`config.mk`:
```
export PLATFORM = sky130hd
export DESIGN_NAME = board_keeper
export DESIGN_NICKNAME = d
export VERILOG_FILES = /design/src/rtl/board_keeper.sv
export SDC_FILE = /design/constraint.sdc
export NUM_CORES = 1
export LEC_CHECK = 0
export BUFFER_PORTS_ARGS = -buffer_cell sky130_fd_sc_hd__buf_2
export CORE_ASPECT_RATIO = 1.1
export CORE_UTILIZATION = 62
export CTS_CLUSTER_DIAMETER = 200
export DETAILED_ROUTE_END_ITERATION = 10
export PLACE_DENSITY = 0.89
export SLEW_MARGIN = 20
export SYNTH_ARGS = -nofsm -noshare
export SYNTH_HDL_FRONTEND = slang
export SYNTH_SLANG_ARGS = --single-unit
```
`constraint.sdc`:
```
create_clock -name clk -period 4.86 [get_ports clk]
set_input_delay 0.243 -clock clk [delete_from_list [all_inputs] [get_ports clk]]
set_output_delay 0.243 -clock clk [all_outputs]
set_load 0.05 [all_outputs]
```
`src/rtl/board_keeper.sv`:
```
// Tic-tac-toe board store with a sequential 8-line win/full scan after each committed move.
// Optional BOARD_WIN_LINE_EN adds the win_line output (index of the latched winning line).
module board_keeper #(
  parameter int SCAN_LINES = 8
) (
  input  logic        clk,
  input  logic        rst,
  input  logic        w_e,
  input  logic [3:0]  pos,
  input  logic [1:0]  player,
  output logic [1:0]  state,
  output logic        win,
  output logic [1:0]  winner,
  output logic        full,
  output logic        scan_busy,
  output logic        scan_done,
  output logic        wr_drop,
  output logic [17:0] board
`ifdef BOARD_WIN_LINE_EN
  ,
  output logic [2:0]  win_line
`endif
);

  typedef enum logic [1:0] {IDLE, SCAN, DONE} fsm_e;

  localparam logic [2:0] LAST_LI = 3'(SCAN_LINES - 1);

  fsm_e       fsm_q;
  logic [1:0] cells_q [9];
  logic [2:0] li_q;
  logic       hit_q;
  logic [1:0] hit_player_q;
  logic       win_q;
  logic [1:0] winner_q;
  logic       full_q;
  logic       scan_busy_q;
  logic       scan_done_q;
  logic       wr_drop_q;
`ifdef BOARD_WIN_LINE_EN
  logic [2:0] hit_line_q;
  logic [2:0] win_line_q;
`endif

  logic       pos_ok;
  logic [1:0] rd_cell;
  logic       player_ok;
  logic       accept_d;
  logic [3:0] la, lb, lc;
  logic       line_hit;
  logic       all_occ;
  logic [17:0] board_flat;

  assign pos_ok    = (pos <= 4'd8);
  assign player_ok = (player == 2'b01) || (player == 2'b10);

  // Out-of-range positions read as occupied so the controller never targets them.
  always_comb begin
    rd_cell = 2'b11;
    if (pos_ok) rd_cell = cells_q[pos];
  end

  assign accept_d = w_e && pos_ok && (rd_cell == 2'b00) && player_ok &&
                    (fsm_q == IDLE) && !win_q;

  always_comb begin
    la = 4'd0; lb = 4'd1; lc = 4'd2;
    case (li_q)
      3'd0: begin la = 4'd0; lb = 4'd1; lc = 4'd2; end
      3'd1: begin la = 4'd3; lb = 4'd4; lc = 4'd5; end
      3'd2: begin la = 4'd6; lb = 4'd7; lc = 4'd8; end
      3'd3: begin la = 4'd0; lb = 4'd3; lc = 4'd6; end
      3'd4: begin la = 4'd1; lb = 4'd4; lc = 4'd7; end
      3'd5: begin la = 4'd2; lb = 4'd5; lc = 4'd8; end
      3'd6: begin la = 4'd0; lb = 4'd4; lc = 4'd8; end
      default: begin la = 4'd2; lb = 4'd4; lc = 4'd6; end
    endcase
  end

  assign line_hit = (cells_q[la] != 2'b00) && (cells_q[la] == cells_q[lb]) &&
                    (cells_q[lb] == cells_q[lc]);

  always_comb begin
    all_occ    = 1'b1;
    board_flat = '0;
    for (int i = 0; i < 9; i++) begin
      if (cells_q[i] == 2'b00) all_occ = 1'b0;
      board_flat[2*i +: 2] = cells_q[i];
    end
  end

  always_ff @(posedge clk) begin
    if (rst) begin
      fsm_q        <= IDLE;
      for (int i = 0; i < 9; i++) cells_q[i] <= 2'b00;
      li_q         <= 3'd0;
      hit_q        <= 1'b0;
      hit_player_q <= 2'b00;
      win_q        <= 1'b0;
      winner_q     <= 2'b00;
      full_q       <= 1'b0;
      scan_busy_q  <= 1'b0;
      scan_done_q  <= 1'b0;
      wr_drop_q    <= 1'b0;
`ifdef BOARD_WIN_LINE_EN
      hit_line_q   <= 3'd0;
      win_line_q   <= 3'd0;
`endif
    end else begin
      scan_done_q <= 1'b0;
      wr_drop_q   <= w_e && !accept_d;
      case (fsm_q)
        IDLE: begin
          if (accept_d) begin
            cells_q[pos] <= player;
            fsm_q        <= SCAN;
            li_q         <= 3'd0;
            hit_q        <= 1'b0;
            hit_player_q <= 2'b00;
            scan_busy_q  <= 1'b1;
`ifdef BOARD_WIN_LINE_EN
            hit_line_q   <= 3'd0;
`endif
          end
        end
        SCAN: begin
          // Only the lowest-indexed matching line is kept.
          if (line_hit && !hit_q) begin
            hit_q        <= 1'b1;
            hit_player_q <= cells_q[la];
`ifdef BOARD_WIN_LINE_EN
            hit_line_q   <= li_q;
`endif
          end
          if (li_q == LAST_LI) begin
            fsm_q       <= DONE;
            scan_busy_q <= 1'b0;
          end else begin
            li_q <= li_q + 3'd1;
          end
        end
        DONE: begin
          if (hit_q) begin
            win_q    <= 1'b1;
            winner_q <= hit_player_q;
`ifdef BOARD_WIN_LINE_EN
            win_line_q <= hit_line_q;
`endif
          end
          full_q      <= all_occ;
          scan_done_q <= 1'b1;
          fsm_q       <= IDLE;
        end
        default: fsm_q <= IDLE;
      endcase
    end
  end

  assign state     = rd_cell;
  assign win       = win_q;
  assign winner    = winner_q;
  assign full      = full_q;
  assign scan_busy = scan_busy_q;
  assign scan_done = scan_done_q;
  assign wr_drop   = wr_drop_q;
  assign board     = board_flat;
`ifdef BOARD_WIN_LINE_EN
  assign win_line  = win_line_q;
`endif

endmodule

```
# ---- Word-level counts from Yosys, hierarchy flattened
# Memories as Yosys holds them, arrays and structs flattened.
# Cells that the tools add are included.
dict set report word_totals {
  ramBits 18
  out_inout_bits 27
  elab_cells 103
  register_bits 15
  memories 1
}
# memory depth word_bits rd rd_ports_with_merged_regs write_ports line
set memory_table {}
lappend memory_table {cells_q 9 2 13 0 9 30} ;# logic [1:0] cells_q [9];
dict set report classes {
  muxes 38
  n_addsub 1
  reduce_logical 35
  eq_ne 17
  n_lt_le_gt_ge 1
}
# op count
set op_table {}
lappend op_table {{one-hot mux 3 bit (4 select lines)} 2}
lappend op_table {{logical NOT 2 bit} 11}
lappend op_table {{2-to-1 mux 1 bit} 21}
lappend op_table {{one-hot mux 4 bit (4 select lines)} 1}
lappend op_table {{equality test 3 bit, second input constant} 4}
lappend op_table {{2-to-1 mux 2 bit} 6}
lappend op_table {{logical AND 1 bit} 9}
lappend op_table {{AND reduction 3 bit} 3}
lappend op_table {{!= test 2 bit, second input constant} 4}
lappend op_table {{one-hot mux 2 bit (2 select lines)} 2}
lappend op_table {{equality test 3 x 2 -> 1 bit, second input constant} 2}
lappend op_table {{2-to-1 mux 3 bit} 2}
lappend op_table {{one-hot mux 3 bit (2 select lines)} 1}
lappend op_table {{OR reduction 3 bit} 2}
lappend op_table {{equality test 2 x 1 -> 1 bit, second input constant} 2}
lappend op_table {{equality test 2 bit} 2}
lappend op_table {{equality test 2 bit, second input constant} 2}
lappend op_table {{less-or-equal comparator 4 bit, second input constant} 1}
lappend op_table {{2-to-1 mux 4 bit} 1}
lappend op_table {{one-hot mux 1 bit (2 select lines)} 2}
lappend op_table {{AND reduction 2 bit} 2}
lappend op_table {{nonzero test 2 bit} 2}
lappend op_table {{adder 3 x 1 -> 3 bit, second input constant} 1}
lappend op_table {{equality test 3 x 1 -> 1 bit, second input constant} 1}
lappend op_table {{4 further kinds} 6}

# ---- Longest topological paths before layout
# Gate-level depths: netlist (run 1).
dict set report depth {
  word_depth 13
  mapped_depth 12
}

# ---- Worst setup path before layout (run 1)
# OpenSTA, ideal clock, no wires.
dict set report synth_path {
  path_type {reg-to-reg}
  start {memory cells_q[3][1]}
  end {memory cells_q[1][0] (data pin)}
  arrival_ps 2692
  t_required_ps 4721
  path_stages_with_launch 10
  setup_slack_ps 2029
  period_less_slack_ps 2831
  path_cell_list {edfxtp_1 mux4_2 nor2_1 a21oi_1 a211o_1 or2_1 or3_1 buf_6 or3b_4 nor2_1}
}
# item line
set synth_rtl {}
lappend synth_rtl {{start, declared} 30}

# ---- Worst setup path after layout (run 1)
dict set report layout_path {
  start {register li_q[0]}
  end {register hit_player_q[0]}
}
dict set report layout_between {
  elab_chain_cells 10
  word_cells_on_any_way 23
  classes_between {eq/ne (9); mux (5); reduce/logical (8); memory (1)}
}
# item line
set layout_lines {}
lappend layout_lines {{start, declared} 31} ;# logic [2:0] li_q;
lappend layout_lines {{start signal, assigned} 139} ;# li_q <= li_q + 3'd1;
lappend layout_lines {{equality test 3 bit (tied with other cells)} 68} ;# case (li_q)
lappend layout_lines {{OR reduction 3 bit (no source line)} --}
lappend layout_lines {{one-hot mux 3 bit (4 select lines)} 68}
lappend layout_lines {{memory (9 x 2 bit) *} --}
lappend layout_lines {{equality test 2 bit / nonzero test 2 bit (equally long branches)} 80} ;# assign line_hit = (cells_q[la] != 2'b00) && (cells_q[la] == cells_q[lb]) &&
lappend layout_lines {{logical AND 1 bit (2 in a row)} 80}
lappend layout_lines {{logical AND 1 bit} 128} ;# if (line_hit && !hit_q) begin
lappend layout_lines {{!= test 2 bit (no source line)} --}
lappend layout_lines {{AND reduction 3 bit (no source line)} --}
lappend layout_lines {{end signal, assigned} 130} ;# hit_player_q <= cells_q[la];
lappend layout_lines {{end, declared} 33} ;# logic [1:0] hit_player_q;
# Every way passes the cells marked *; elsewhere a longest branch is shown, timed or not. The select of a mux whose other input is x is not followed.
# A chain may end at the register's enable or synchronous reset.

==> results of run 1 <==
[final cells by class]
cell class,instances,area (um2),share of cell area [%]
sequential,45,1200,38.2
timing repair buffer,35,175,5.57
clock buffer,6,72.6,2.31
inverter,6,22.5,0.716
clock inverter,2,10.0,0.318
tap,54,67.6,2.15
multi-input combinational,233,1600,50.7
[power by group through the flow]
stage | registers [W] | clock network (W) | logic, W
detailed placement | 0.000448 | 0 | 0.000150
global placement | 0.000447 | 0 | 0.000147
CTS | 0.000439 | 0.000226 | 0.000151
floorplan | 0.000465 | 0 | 0.0000973
global route | 0.000441 | 0.000237 | 0.000165
finish | 0.000440 | 0.000221 | 0.000153
[critical path: stages, from the launching register on]
cell      delay, ns
dfxtp_1        0.55
inv_1          0.15
ha_1           0.37
a21oi_1        0.40
and2_1         0.28
or2_2          0.18
a21oi_1        0.08
a221oi_1       0.35
mux2i_1        0.14
nor4_2         0.41
mux2i_1        0.23
[per-stage QoR]
stage	hold WS (ns)	power, W	util, %
floorplan	0.342	0.000562	-
global placement	0.445	0.000594	69.9
detailed placement	0.451	0.000598	69.9
CTS	0.161	0.000816	71.8
global route	0.178	0.000843	71.8
finish	0.160	0.000814	71.8
[cells in the mapped netlist, drive strengths merged, types with 3 or more instances]
cell type	n	area share (%)
and2	3	0.65
mux2i	13	5.0
nand2	17	2.2
dfxtp	15	10
nor3	10	1.7
o21bai	8	2.1
nand3	9	1.6
nor2b	9	2.0
a21oi	17	3.0
edfxtp	30	31
or3b	5	1.7
nand2b	11	2.4
o211ai	3	0.79
o21ai	12	2.1
mux4	7	6.2
buf	9	2.1
clkbuf	5	1.0
or2	7	1.5
nor2	36	4.7
o22ai	7	1.5
ha	6	2.6
inv	6	0.79
[logic make-up (layout without fill, tap and decap cells)]
logic type,Yosys count,count (layout)
AND/OR/NAND/NOR,117,117
AO/OA/AOI/OAI,74,74
flip-flops,45,45
multiplexers,22,22
buffers and inverters,20,49
adder cells (fa/ha/maj),6,6
XOR/XNOR,2,2
other,1,12
[worst max path at each step]
stage | start | endpoint | slack (ns) | cells after the start
6_report | li_q[0] | hit_player_q[0] | 1.66 | 10
5_1_grt | li_q[1] | hit_player_q[0] | 1.33 | 10
4_1_cts | li_q[0] | hit_player_q[0] | 1.69 | 10
3_5_place_dp | li_q[0] | hit_player_q[0] | 1.71 | 10
3_3_place_gp | li_q[1] | hit_player_q[1] | 1.78 | 10
2_1_floorplan | cells_q[3][1] | cells_q[1][0] | 2.03 | 9
[registers in the layout, summed over array words and instances (netlist names)]
signal and flops:
cells_q 30, li_q 3, fsm_q 2, hit_player_q 2
winner 2, full 1, hit_q 1, scan_busy 1
scan_done 1, win 1, wr_drop 1
[layer usage]
metal	up-vias	track usage, %
met2	127	49.6
met4	0	11.3
met5	-	0
li1	1146	-
met3	10	5.12
met1	1200	38.4
==> results.py, run 1 <==
metrics = {
    "cts": {
        "cts_made_buffers": 5,
        "clock_path_buffers": 2,
        "cts_resized": 0,
        "cts.sink_count": 45,
        "cts_setup_buffers": 0,
        "clock_latency_ns": 0.30,
        "root_buffer": "clkbuf_8",
        "path_clk_slew_ns": 0.08,
        "htreeDepth": 2,
        "hold_buffers": 0,
        "cts_tree": "done",
    },
    "finish": {
        "final_cell_count_no_fill": 381,
        "num_antenna_cells": 0,
        "area_growth_syn_to_layout_pct": 9.64,
        "nets": 341,
        "final_common_cell": "nor2_1",
        "fill_cells": 341,
        "final_cell_mix": "36 x nor2_1, 35 x buf_2, 30 x edfxtp_1",
        "layout-drive-gt1-share_pct": 19.3,
        "finalInstanceArea_um2": 3140,
    },
    "placement": {
        "dpl_worst_slack_ns": 1.71,
        "place_area_um2": 3060,
        "portBuffers": 35,
        "dp_hpwl_mm": 5.01,
        "dp_cells": 373,
        "gp_congestion": 0.875,
    },
    "die": {
        "fp.dieW_um": 66.8,
        "dieHeight_um": 73.3,
        "pin_count": 36,
        "initial_core_util_pct": 65.5,
        "row_count": 25,
        "core_um2": 4380,
        "die_area_um2": 4900,
    },
    "global_route": {
        "grt_max_degree": 28,
        "antenna_found_initial": 0,
        "grt-ovfl-total": 0,
        "grt_pass1_vias": 2185,
        "grt_pass1_wl_mm": 10.6,
        "grt_usage_pct": 29.7,
    },
    "sta": {
        "max_slew.worst_pin.slew_ns": 0.868,
        "clock-skew-final_ns": 0.0105,
        "maxSlewViolCount": 0,
        "finalSetupViolCount": 0,
        "grt_setup_unrepaired": "false",
        "fin_tns_setup_ns": 0,
        "setup_ws_ns": 1.66,
        "fin_crit_ns": 3.20,
        "hold_viol": 0,
        "min_period_over_period_pct": 65.9,
        "max_freq_ghz": 0.312,
        "slew_headroom_pct": 42.0,
    },
    "synth": {
        "syn_area_um2": 2870,
        "synth_mux_area_share_pct": 11.9,
        "synthXorXnorAreaFrac_pct": 0.611,
        "synth_seq_cells": 45,
        "synth_top_family_by_area": "simple AND/OR/NAND/NOR gates",
        "synthSimpleGateAreaFrac_pct": 21.2,
        "synthDistinctLibCells": 64,
        "async_reset_ff_share_pct": 0,
        "ys_seq_area_share_pct": 41.9,
        "yosys_most_used_dff": "edfxtp_1",
        "synth_compound_area_share_pct": 17.7,
        "synthAdderAreaFrac_pct": 2.62,
        "yosys_warnings": 0,
        "synth-edff-count": 30,
        "syn_inst": 287,
        "avgSynthCellArea_um2": 9.99,
    },
    "setup_path": {
        "crit_type": "reg2reg",
        "r2r_slack_ns": 1.66,
        "critical_path_peak_fanout": 12,
        "worstPathRequired_ns": 5.09,
        "timing.rr.end": "hit_player_q[0]",
        "ff2ff_path_depth": 10,
        "cp-end-kind": "register",
        "critPathLaunchType": "register",
        "cp.arrival_ns": 3.43,
        "r2r-start": "li_q[0]",
    },
    "power": {
        "p_per_area_nw_per_um2": 259,
        "ir_worst_vdd_mv": 0.217,
        "p_leak_nw": 1.27,
        "swShare_pct": 28.9,
        "power_frac_clock_pct": 27.1,
        "internal_power_w": 0.000578,
        "p_switching_w": 0.000236,
        "pwr-share-seq_pct": 54.1,
        "comb_power_share_pct": 18.8,
    },
    "drt": {
        "wl_met3_um": 556,
        "drt-initial-drc-count": 215,
        "wl_met2_mm": 3.32,
        "ant_nets": 0,
        "vias_per_cell": 6.52,
        "drc": 0,
        "wl_mm": 6.80,
        "top_layer_used": "met4",
        "drt-met1-wl_mm": 2.79,
        "via_count": 2483,
        "dr.pass1.iters": 5,
        "wl_per_cell_um": 17.8,
    },
    "min_path": {
        "holdCritStartpoint": "w_e",
        "hold_path_class": "in2reg",
        "hold_path_end": "wr_drop",
        "whs_path_depth": 2,
    },
    "run_status": {
        "status": "complete, no violations",
    },
    "job": {
        "drv_cap": 0,
    },
}
Note: power is estimated with default switching activity, not from simulation.
==> run 2: changes to the inputs <==
Settings changed: ABC_AREA set to 1, CORE_UTILIZATION 62 to 58, PLACE_DENSITY 0.89 to 0.84.
Clock period 4.86 ns to 3 ns, I/O delays scaled along.
==> results.py, run 2 <==
metrics = {
    "setup_path": {
        "cpMostUsedCell": "nand2_1",
        "max_stage_delay_ns": 0.48,
        "timing.rr.end": "hit_player_q[1]",
        "ff2ff_path_depth": 17,
        "critical_path_peak_fanout": 11,
        "r2r_slack_ns": 0.49,
        "slowest_stage": "dfxtp_1",
        "crit_type": "reg2reg",
        "cp-end-kind": "register",
        "r2r-start": "li_q[0]",
        "worstPathRequired_ns": 3.24,
        "crit_buf_inv": 3,
        "cp.arrival_ns": 2.75,
        "cpLargestDelayFamily": "simple AND/OR/NAND/NOR gates",
        "worstPathCellList": "inv_1 > ha_1 > inv_1 > nand2_1 > nand2_1 > nand2_1 > inv_1 > nand2_1 > nand3_1 > nand3_1 > nand2_1 > nand2_1 > nand2_1 > nand3_2 > nand3_1 > nand2_1 > nor2_1",
        "critPathLaunchType": "register",
    },
    "drt": {
        "ant_nets": 0,
        "drt-initial-drc-count": 256,
        "wl_per_cell_um": 14.0,
        "vias_per_cell": 5.55,
        "dr.pass1.iters": 5,
        "via_count": 2691,
        "wl_mm": 6.80,
        "drc": 0,
    },
    "global_route": {
        "grt_usage_pct": 29.8,
        "antenna_found_initial": 0,
        "grt_max_degree": 17,
        "grt_pass1_wl_mm": 11.1,
        "grt_pass1_vias": 2447,
        "grt-ovfl-total": 0,
    },
    "synth": {
        "synthDistinctLibCells": 35,
        "synth_seq_cells": 45,
        "synthTopCellsByCount": "104 x nand2_1, 63 x nand3_1, 56 x inv_1",
        "synth_area_leaders": "edfxtp_1 33%, nand2_1 14%, nand3_1 11%, dfxtp_1 11%, inv_1 7.6%",
        "syn_area_um2": 2770,
        "synth_area_leader_cell": "edfxtp_1",
        "synth_top_area_share_pct": 32.6,
        "syn_inst": 381,
        "yosys_warnings": 0,
        "synth.most_common_cell": "nand2_1",
        "async_reset_ff_share_pct": 0,
        "synth-edff-count": 30,
        "yosys_most_used_dff": "edfxtp_1",
        "avgSynthCellArea_um2": 7.26,
        "ys_seq_area_share_pct": 43.4,
    },
    "die": {
        "row_count": 25,
        "pin_count": 36,
        "core_um2": 4440,
        "dieHeight_um": 74.4,
        "fp.dieW_um": 67.9,
        "initial_core_util_pct": 62.3,
        "die_area_um2": 5050,
    },
    "finish": {
        "final_cell_count_no_fill": 485,
        "nets": 445,
        "num_antenna_cells": 0,
        "area_growth_syn_to_layout_pct": 13.4,
        "fin_util_pct": 70.6,
        "largest_register_ffs": 30,
        "layout-drive-gt1-share_pct": 12.3,
        "top_register": "cells_q",
        "final_common_cell": "nand2_1",
        "final_cell_mix": "104 x nand2_1, 63 x nand3_1, 56 x inv_1",
        "largestRegisters": "cells_q x30, li_q x3",
        "fill_cells": 376,
    },
    "sta": {
        "max_freq_ghz": 0.399,
        "hold_viol": 0,
        "max_slew.worst_pin.slew_ns": 0.610,
        "fin_crit_ns": 2.51,
        "finalSetupViolCount": 0,
        "maxSlewViolCount": 0,
        "fin_tns_setup_ns": 0,
        "grt_setup_unrepaired": "false",
        "clock-skew-final_ns": 0.00891,
        "slew_headroom_pct": 59.2,
        "min_period_over_period_pct": 83.5,
    },
    "power": {
        "p_switching_w": 0.000509,
        "p_per_area_nw_per_um2": 498,
        "swShare_pct": 32.6,
        "ir_worst_vdd_mv": 0.328,
        "internal_power_w": 0.00105,
        "p_total_w": 0.00156,
        "power_frac_clock_pct": 29.7,
        "comb_power_share_pct": 24.5,
        "p_leak_nw": 1.58,
        "pwr-share-seq_pct": 45.8,
    },
    "min_path": {
        "hold_path_class": "in2reg",
        "whs_path_depth": 3,
        "hold_path_end": "wr_drop",
        "holdCritStartpoint": "w_e",
    },
    "cts": {
        "hold_buffers": 0,
        "cts.sink_count": 45,
        "cts_tree": "done",
        "htreeDepth": 2,
        "clock_path_buffers": 2,
        "cts_made_buffers": 5,
        "root_buffer": "clkbuf_8",
        "cts_resized": 0,
        "path_clk_slew_ns": 0.09,
        "clock_latency_ns": 0.30,
        "cts_setup_buffers": 0,
    },
    "placement": {
        "portBuffers": 35,
        "gp_congestion": 0.922,
        "dp_cells": 477,
        "dp_hpwl_mm": 5.15,
    },
    "run_status": {
        "status": "complete, no violations",
    },
    "job": {
        "drv_cap": 0,
    },
}
[run 2: cell types whose count changed in the layout (fill, tap and decap cells not counted), moves of 5 or more]
cell | previous run | this run
nand2_1 | 17 | 104
nand3_1 | 9 | 63
inv_1 | 6 | 56
mux2i_1 | 12 | 0
nand2b_1 | 11 | 0
a22oi_1 | 0 | 9
nor2b_1 | 9 | 0
a21oi_1 | 17 | 9
nor3_1 | 10 | 2
o21bai_1 | 8 | 1
or2_2 | 6 | 0
mux4_1 | 5 | 0
[run 2: area by class of cell]
| type | instances | area [um2] | area share, % |
|---|---|---|---|
| flip-flops and latches | 45 | 1200 | 38.3 |
| inverters | 59 | 221 | 7.06 |
| clock inverters | 2 | 38.8 | 1.24 |
| repair buffers | 35 | 175 | 5.58 |
| multi-input cells | 284 | 1360 | 43.4 |
| clock buffers | 6 | 72.6 | 2.31 |
| well taps | 54 | 67.6 | 2.15 |
[run 2: logic make-up after synthesis]
kind of cell / share of synthesized area [%]
adders and majority gates: 2.71
buffers and inverters: 8.86
AOI/OAI and AO/OA: 8.68
and+or+nand+nor: 35.9
xor gates and xnor gates: 0.317
DFF: 43.4
other: 0.136
[run 2: power by group through the flow]
stage | registers [W] | clock network [W] | logic, W
2_1_floorplan | 0.000758 | 0 | 0.000264
3_3_place_gp | 0.000729 | 0 | 0.000369
3_5_place_dp | 0.000730 | 0 | 0.000376
4_1_cts | 0.000716 | 0.000459 | 0.000378
5_1_grt | 0.000721 | 0.000483 | 0.000430
6_report | 0.000716 | 0.000464 | 0.000383
[run 2: metrics by stage]
stage	setup WS, ns	hold slack, ns	area, um2
final	0.494	0.104	3140
after detailed placement	0.559	0.418	3030
after global placement	0.688	0.410	3030
after floorplan	0.878	0.249	2810
after CTS	0.536	0.105	3140
after global routing	0.200	0.117	3140
[run 2: worst max path at each step]
stage	slack, ns	to	start	cells past startpoint
2_1_floorplan	0.88	cells_q[1][0]	cells_q[4][1]	8
3_3_place_gp	0.69	hit_player_q[1]	li_q[0]	16
3_5_place_dp	0.56	hit_player_q[1]	li_q[0]	16
4_1_cts	0.54	hit_player_q[1]	li_q[0]	17
5_1_grt	0.20	hit_player_q[0]	li_q[0]	17
6_report	0.49	hit_player_q[1]	li_q[0]	17
[run 2: worst min-delay path, delay by kind of cell]
family | cells | cell delay (ns)
buffers and inverters | 2 | 0.15
AND/OR/NAND/NOR | 1 | 0.09
[run 2: per-layer routing]
metal	global-route usage, %	vias up	wire length (um)
met2	48.4	130	3230
met4	12.7	0	191
met1	38.6	1207	2880
met5	0	-	0
met3	5.83	19	502
li1	-	1335	-
